**config.mk**
```make
export PLATFORM = sky130hd
export DESIGN_NAME = hazard_tracker
export DESIGN_NICKNAME = d
export VERILOG_FILES = /design/src/rtl/hazard_tracker.sv
export SDC_FILE = /design/constraint.sdc
export NUM_CORES = 1
export LEC_CHECK = 0
export ABC_CLOCK_PERIOD_IN_PS = 4500
export BUFFER_PORTS_ARGS = -buffer_cell sky130_fd_sc_hd__buf_2
export CAP_MARGIN = 10
export CORE_ASPECT_RATIO = 1.5
export CORE_MARGIN = 2
export CORE_UTILIZATION = 52
export DETAILED_ROUTE_END_ITERATION = 6
export GPL_TIMING_DRIVEN = 0
export PLACE_DENSITY = 0.82
export SKIP_CTS_REPAIR_TIMING = 1
export SLEW_MARGIN = 25
export SYNTH_ARGS = -nofsm -noshare
export SYNTH_HDL_FRONTEND = slang
export SYNTH_SLANG_ARGS = --single-unit
```
**constraint.sdc**
```tcl
create_clock -name clk -period 4.5 [get_ports clk]
set_input_delay 0.9 -clock clk [delete_from_list [all_inputs] [get_ports clk]]
set_output_delay 0.9 -clock clk [all_outputs]
set_load 0.01 [all_outputs]
```
**src/rtl/hazard_tracker.sv**
```systemverilog
// Tracks destination/write-enable of instructions in EXE, MEM and WB and decides
// when the ID-stage instruction must stall; also counts stall cycles (saturating).
module hazard_tracker #(
    parameter int REG_ADDR_W = 4,
    parameter int CNT_W      = 16
) (
    input  logic                  clk,
    input  logic                  rst,
    input  logic                  en_forwarding,
    input  logic                  flush,
    input  logic                  ID_valid,
    input  logic                  ID_wb_en,
    input  logic                  ID_mem_r_en,
    input  logic [REG_ADDR_W-1:0] ID_dst,
    input  logic [REG_ADDR_W-1:0] ID_src1,
    input  logic [REG_ADDR_W-1:0] ID_src2,
    input  logic                  ID_two_src,
    output logic                  EXE_wb_en,
    output logic [REG_ADDR_W-1:0] EXE_dst,
    output logic                  EXE_mem_r_en,
    output logic                  MEM_wb_en,
    output logic [REG_ADDR_W-1:0] MEM_dst,
    output logic                  WB_wb_en,
    output logic [REG_ADDR_W-1:0] WB_dst,
    output logic                  hazard_detected,
    output logic [CNT_W-1:0]      stall_count
);

    logic                  exe_wb_en_q, exe_wb_en_d;
    logic                  exe_mem_r_en_q, exe_mem_r_en_d;
    logic [REG_ADDR_W-1:0] exe_dst_q, exe_dst_d;
    logic                  mem_wb_en_q;
    logic [REG_ADDR_W-1:0] mem_dst_q;
    logic                  wb_wb_en_q;
    logic [REG_ADDR_W-1:0] wb_dst_q;
    logic [CNT_W-1:0]      stall_cnt_q, stall_cnt_d;

    logic match_exe, match_mem, id_live, issue;

    // Register 0 is deliberately not special-cased.
    always_comb begin
        match_exe = exe_wb_en_q &&
                    ((exe_dst_q == ID_src1) || ((exe_dst_q == ID_src2) && ID_two_src));
        match_mem = mem_wb_en_q &&
                    ((mem_dst_q == ID_src1) || ((mem_dst_q == ID_src2) && ID_two_src));
    end

    always_comb begin
        id_live = ID_valid && !flush;
        if (en_forwarding)
            hazard_detected = id_live && exe_mem_r_en_q && match_exe;
        else
            hazard_detected = id_live && (match_exe || match_mem);
    end

    always_comb begin
        issue = ID_valid && !hazard_detected && !flush;
        exe_wb_en_d    = 1'b0;
        exe_mem_r_en_d = 1'b0;
        exe_dst_d      = '0;
        if (issue) begin
            exe_wb_en_d    = ID_wb_en;
            exe_mem_r_en_d = ID_mem_r_en;
            exe_dst_d      = ID_dst;
        end
    end

    always_comb begin
        stall_cnt_d = stall_cnt_q;
        if (hazard_detected && (stall_cnt_q != {CNT_W{1'b1}}))
            stall_cnt_d = stall_cnt_q + 1'b1;
    end

    always_ff @(posedge clk or negedge rst) begin
        if (!rst) begin
            exe_wb_en_q    <= 1'b0;
            exe_mem_r_en_q <= 1'b0;
            exe_dst_q      <= '0;
            mem_wb_en_q    <= 1'b0;
            mem_dst_q      <= '0;
            wb_wb_en_q     <= 1'b0;
            wb_dst_q       <= '0;
            stall_cnt_q    <= '0;
        end else begin
            exe_wb_en_q    <= exe_wb_en_d;
            exe_mem_r_en_q <= exe_mem_r_en_d;
            exe_dst_q      <= exe_dst_d;
            mem_wb_en_q    <= exe_wb_en_q;
            mem_dst_q      <= exe_dst_q;
            wb_wb_en_q     <= mem_wb_en_q;
            wb_dst_q       <= mem_dst_q;
            stall_cnt_q    <= stall_cnt_d;
        end
    end

    assign EXE_wb_en    = exe_wb_en_q;
    assign EXE_dst      = exe_dst_q;
    assign EXE_mem_r_en = exe_mem_r_en_q;
    assign MEM_wb_en    = mem_wb_en_q;
    assign MEM_dst      = mem_dst_q;
    assign WB_wb_en     = wb_wb_en_q;
    assign WB_dst       = wb_dst_q;
    assign stall_count  = stall_cnt_q;

endmodule

```
Word level (Yosys, flattened, before mapping)
Index checks and enable logic that the tools add are counted.
{"block": "totals", "ff_bits": 32}
{"block": "classes", "add_sub_neg": 1, "eq_ne": 5, "mux": 4, "reduce_logical": 16}
{"op": "$add A16 B1 Y16 const B", "count": 1}
{"op": "$eq A4 B4 Y1", "count": 4}
{"op": "$ne A16 B16 Y1 const B", "count": 1}
{"op": "$logic_and A1 B1 Y1", "count": 11}
{"op": "$mux W4", "count": 1}
{"op": "$logic_or A1 B1 Y1", "count": 3}
{"op": "$mux W1", "count": 3}
{"op": "$logic_not A1 Y1", "count": 2}

Logic depth before layout (Yosys ltp)
{"block": "logic_depth", "ltp_word": 11, "depth_mapped": 7, "mapped_depth_nobuf": 6}

Worst setup path before layout
No wires, ideal clock.
{"block": "synth_timing", "path_kind": "input to output", "startpoint": "input port ID_src2[1]", "endpoint": "output port hazard_detected", "arrival_time_ns": 1.921, "required_time_ns": 3.600, "setup_slack_ns": 1.679, "stages": 5, "path_buffers": 1, "path_cell_list": "xor2_1 > o41ai_2 > a32oi_1 > clkbuf_1 > nor2_1"}
{"block": "synth_between", "elab_chain_cells": 7}
{"item": "start, declared", "line_no": "16", "source": "input logic [REG_ADDR_W-1:0] ID_src2,"}
{"item": "$eq A4 B4 Y1 (on tied branches)", "line_no": "43, 45"}
{"item": "$logic_and A1 B1 Y1 (on tied branches)", "line_no": "43, 45"}
{"item": "$logic_or A1 B1 Y1 (on tied branches)", "line_no": "43, 45"}
{"item": "$logic_and A1 B1 Y1 (on tied branches)", "line_no": "42, 44"}
{"item": "$logic_or A1 B1 Y1", "line_no": "53", "source": "hazard_detected = id_live && (match_exe || match_mem);"}
{"item": "$logic_and A1 B1 Y1", "line_no": "53"}
{"item": "$mux W1 (*)", "line_no": "50", "source": "if (en_forwarding)"}
{"item": "end, declared", "line_no": "25", "source": "output logic hazard_detected,"}
Every way passes the cells marked *; elsewhere a longest branch is shown, timed or not.

Worst setup path in the final report
Ends and elaborated chain as after synthesis.

==> metrics.log <==
[metrics] Achievable Freq: 0.3021 GHz
[metrics] TritonCTS clock tree: done
[metrics] flops & latches, synth: 32
[metrics] total area of multi-input combinational cells: 665.6 µm²
[metrics] vias per cell: 5.350
[metrics] gp weighted congestion: 0.8007
[metrics] WS Path Type: primary input to output pin
[metrics] sequential area share after synthesis: 0.5360
[metrics] number of non-filler instances in the completed layout: 226
[metrics] clk_lat worst skew: 0.29 ns
[metrics] Max Cap Viol: 0
[metrics] clock share of power: 0.431
[metrics] worst-case clock skew: 0.008400 ns
[metrics] Lkg Pwr: 0.001059 µW
[metrics] Antenna Cells: 0
[metrics] number of antenna violations at the first check in global routing: 0
[metrics] worst-case clock buffer depth: 2
[metrics] final sum of negative setup slack: 0 ns
[metrics] endpoint kind of the worst setup timing path: output pin
[metrics] height of the die: 69.65 µm
[metrics] Data required, critical path: 3.60 ns
[metrics] Final Routed Wirelength: 3231 µm
[metrics] Area Overhead vs Synth: 27.72%
[metrics] final worst slack: 1.190 ns
[metrics] count of port buffers added during placement: 52
[metrics] via count: 1209
[metrics] register share of total power: 0.489
[metrics] cell area after synthesis: 0.001494 mm²
[metrics] area inside the core boundary: 0.002705 mm²
[metrics] end of the worst register-to-register path: stall_count[1]
[metrics] number of placement rows: 23
[metrics] average wire length per cell after detail routing: 14.30 µm
[metrics] DRC violations left: 0
[metrics] switching pwr: 136.3 µW
[metrics] half-perimeter wire length after detailed placement: 2483 µm
[metrics] combinational group share of total power: 0.080
[metrics] Pre-antenna DRT Iters: 4
[metrics] period utilization: 0.7355
[metrics] global routing usage summed across all routing layers: 0.2252
[metrics] setup repair after global routing missed its margin: false
[metrics] hold depth: 0
[metrics] layout net count: 209
[metrics] Fill cells: 221
[metrics] count of mapped cells out of synthesis: 129
[metrics] cell count of the worst reg-to-reg path: 5
[metrics] number of warnings reported in the yosys synthesis log: 0
[metrics] worst endpoint data arrival time: 2.41 ns
[metrics] Sinks on Clock Net: 32
[metrics] synthesized netlist net count: 150
[metrics] wire length of the first global-routing pass: 5181 µm
[metrics] starting utilization of the core area: 0.5523
[metrics] worst-case headroom to the max-slew limit: 0.5486
[metrics] H-tree depth: 2
[metrics] pre-CTS setup slack: 1.199 ns
[metrics] nature of the critical path startpoint: primary input
[metrics] VDD IR max: 0.3192 mV
[metrics] remaining global-route overflow: 0
[metrics] Switching Share: 0.2202
[metrics] maximum number of pins on one net before global-route repair: 33
[metrics] die outline area: 0.003327 mm²
[metrics] total I/O pin count: 53
[metrics] fraction of layout instances using a drive strength above 1: 0.3757
[metrics] clock-pin slew reported for the worst setup and hold paths after clock tree synthesis: 0.07 ns
[metrics] internal power: 482.8 µW
[metrics] final period demand of the worst path: 3.310 ns
[metrics] Hold WC Path Type: flop to flop
[metrics] worst hold margin: 0.4065 ns
[metrics] final hold violation count: 0
[metrics] worst min-delay path startpoint: EXE_wb_en
[metrics] total count of max-transition violations in the final report: 0
[metrics] remaining number of nets flagged by the antenna check after routing: 0
[metrics] average cell area after synthesis: 11.58 µm²
[metrics] Reg2Reg Launch Point: EXE_dst[0]
[metrics] Reg area: 800.8 µm²
[metrics] timing startpoint of the critical path: ID_src2[1]
[metrics] placed cell count: 218
[metrics] via count of the first global-routing pass: 1201
[metrics] worst-case register-to-register setup slack: 2.34 ns
[metrics] Horiz. Die Dim: 47.77 µm
[metrics] total CTS buffers: 5
[metrics] Pwr per Cell Area: 324.5 mW/mm²
[metrics] post-synthesis cell type count: 26
[metrics] count of endpoints failing setup in the final report: 0
[metrics] maximum fanout count along the critical path: 10
[metrics] DR iter-0 viols: 24
[metrics] result of the run: finished clean
[metrics] buffer cell driving the clock tree root: sky130_fd_sc_hd__clkbuf_8
[metrics] actual slew at the worst max-slew pin: 0.6771 ns
[metrics] sink of the worst hold path: MEM_wb_en
==> registers in the layout, indices dropped and copies added (netlist names) <==
signal and count:
WB_dst 4, EXE_dst 4, MEM_dst 4, EXE_wb_en 1
MEM_wb_en 1, WB_wb_en 1, EXE_mem_r_en 1, stall_count 16
==> how the worst max path moves through the flow <==
stage | end | slack (ns) | depth (start not counted)
floorplan | hazard_detected | 1.68 | 5
finish | hazard_detected | 1.19 | 7
global placement | hazard_detected | 1.26 | 7
detailed placement | hazard_detected | 1.20 | 7
global route | hazard_detected | 1.14 | 7
CTS | hazard_detected | 1.19 | 7
==> critical path, cell delays in order <==
cell	delay (ns)
sky130_fd_sc_hd__buf_2	0.12
sky130_fd_sc_hd__xor2_1	0.13
sky130_fd_sc_hd__o41ai_1	0.46
sky130_fd_sc_hd__a32oi_1	0.22
sky130_fd_sc_hd__clkbuf_1	0.26
sky130_fd_sc_hd__nor2_1	0.17
sky130_fd_sc_hd__buf_2	0.15
==> logic make-up after synthesis <==
kind of cell               count (synthesis)  share of synthesized area
and+or+nand+nor                           54                     0.2178
DFF                                       32                     0.5360
xor gates and xnor gates                  31                     0.1817
buffers and inverters                      6                    0.01842
AOI/OAI and AO/OA                          4                    0.02765
muxes                                      1                    0.01005
adders and majority gates                  1                   0.008374
==> area by class of cell <==
type,instances,share of cell area
buffer,4,0.01049
clock inverter,2,0.01836
clock buffer,6,0.03803
inverter,2,0.003934
multi-input combinational,91,0.3489
tap,37,0.02426
timing repair buffer,52,0.1364
sequential,32,0.4197
==> power groups by stage <==
stage	sequential, µW	clock [µW]	combinational [µW]
after floorplan	311	0	19.1
after global placement	308	0	48.6
after detailed placement	308	0	50.4
after CTS	303	275	50.6
after global routing	304	289	55.1
final	303	267	49.3
==> synth_stat cells (all sizes together) <==
cell type | count | area share
nor2 | 4 | 0.010
inv | 2 | 0.0050
clkbuf | 1 | 0.0025
o41ai | 2 | 0.017
xnor2 | 11 | 0.064
ha | 1 | 0.0084
nor3 | 9 | 0.030
or3 | 1 | 0.0075
mux2 | 1 | 0.010
and3 | 8 | 0.034
dfrtp | 32 | 0.54
or2 | 2 | 0.0084
nor2b | 1 | 0.0042
nor4b | 1 | 0.0059
a32oi | 1 | 0.0059
nand3 | 6 | 0.020
o21a | 1 | 0.0050
nand2 | 9 | 0.023
buf | 3 | 0.011
nand2b | 1 | 0.0042
nor4 | 5 | 0.042
nand4 | 7 | 0.029
xor2 | 20 | 0.12
==> placed cells by master, fill, tap and decap left out, drive strengths merged, types with 2 or more instances in the layout <==
| cell type | count |
|---|---|
| buf | 55 |
| dfrtp | 32 |
| xor2 | 20 |
| xnor2 | 11 |
| nand2 | 9 |
| nor3 | 9 |
| and3 | 8 |
| nand4 | 7 |
| clkbuf | 7 |
| nand3 | 6 |
| nor4 | 5 |
| nor2 | 4 |
| inv | 2 |
| or2 | 2 |
| o41ai | 2 |
==> layer usage <==
| layer | wire (µm) | global-route usage | vias up |
|---|---|---|---|
| met4 | 82 | 0.1321 | 0 |
| met3 | 291 | 0.07552 | 7 |
| met1 | 1146 | 0.2336 | 573 |
| met2 | 1710 | 0.3659 | 61 |
| met5 | 0 | 0 | - |
| li1 | - | - | 568 |
==> metrics by stage <==
stage | utilization | instance area, µm² | power [µW]
floorplan | - | 1494 | 330.5
CTS | 0.7054 | 1908 | 628.9
detailed placement | 0.6656 | 1800 | 358.6
finish | 0.7054 | 1908 | 619.1
global placement | 0.6656 | 1800 | 356.2
global route | 0.7054 | 1908 | 647.3
Power figures use the tool's default switching activity.
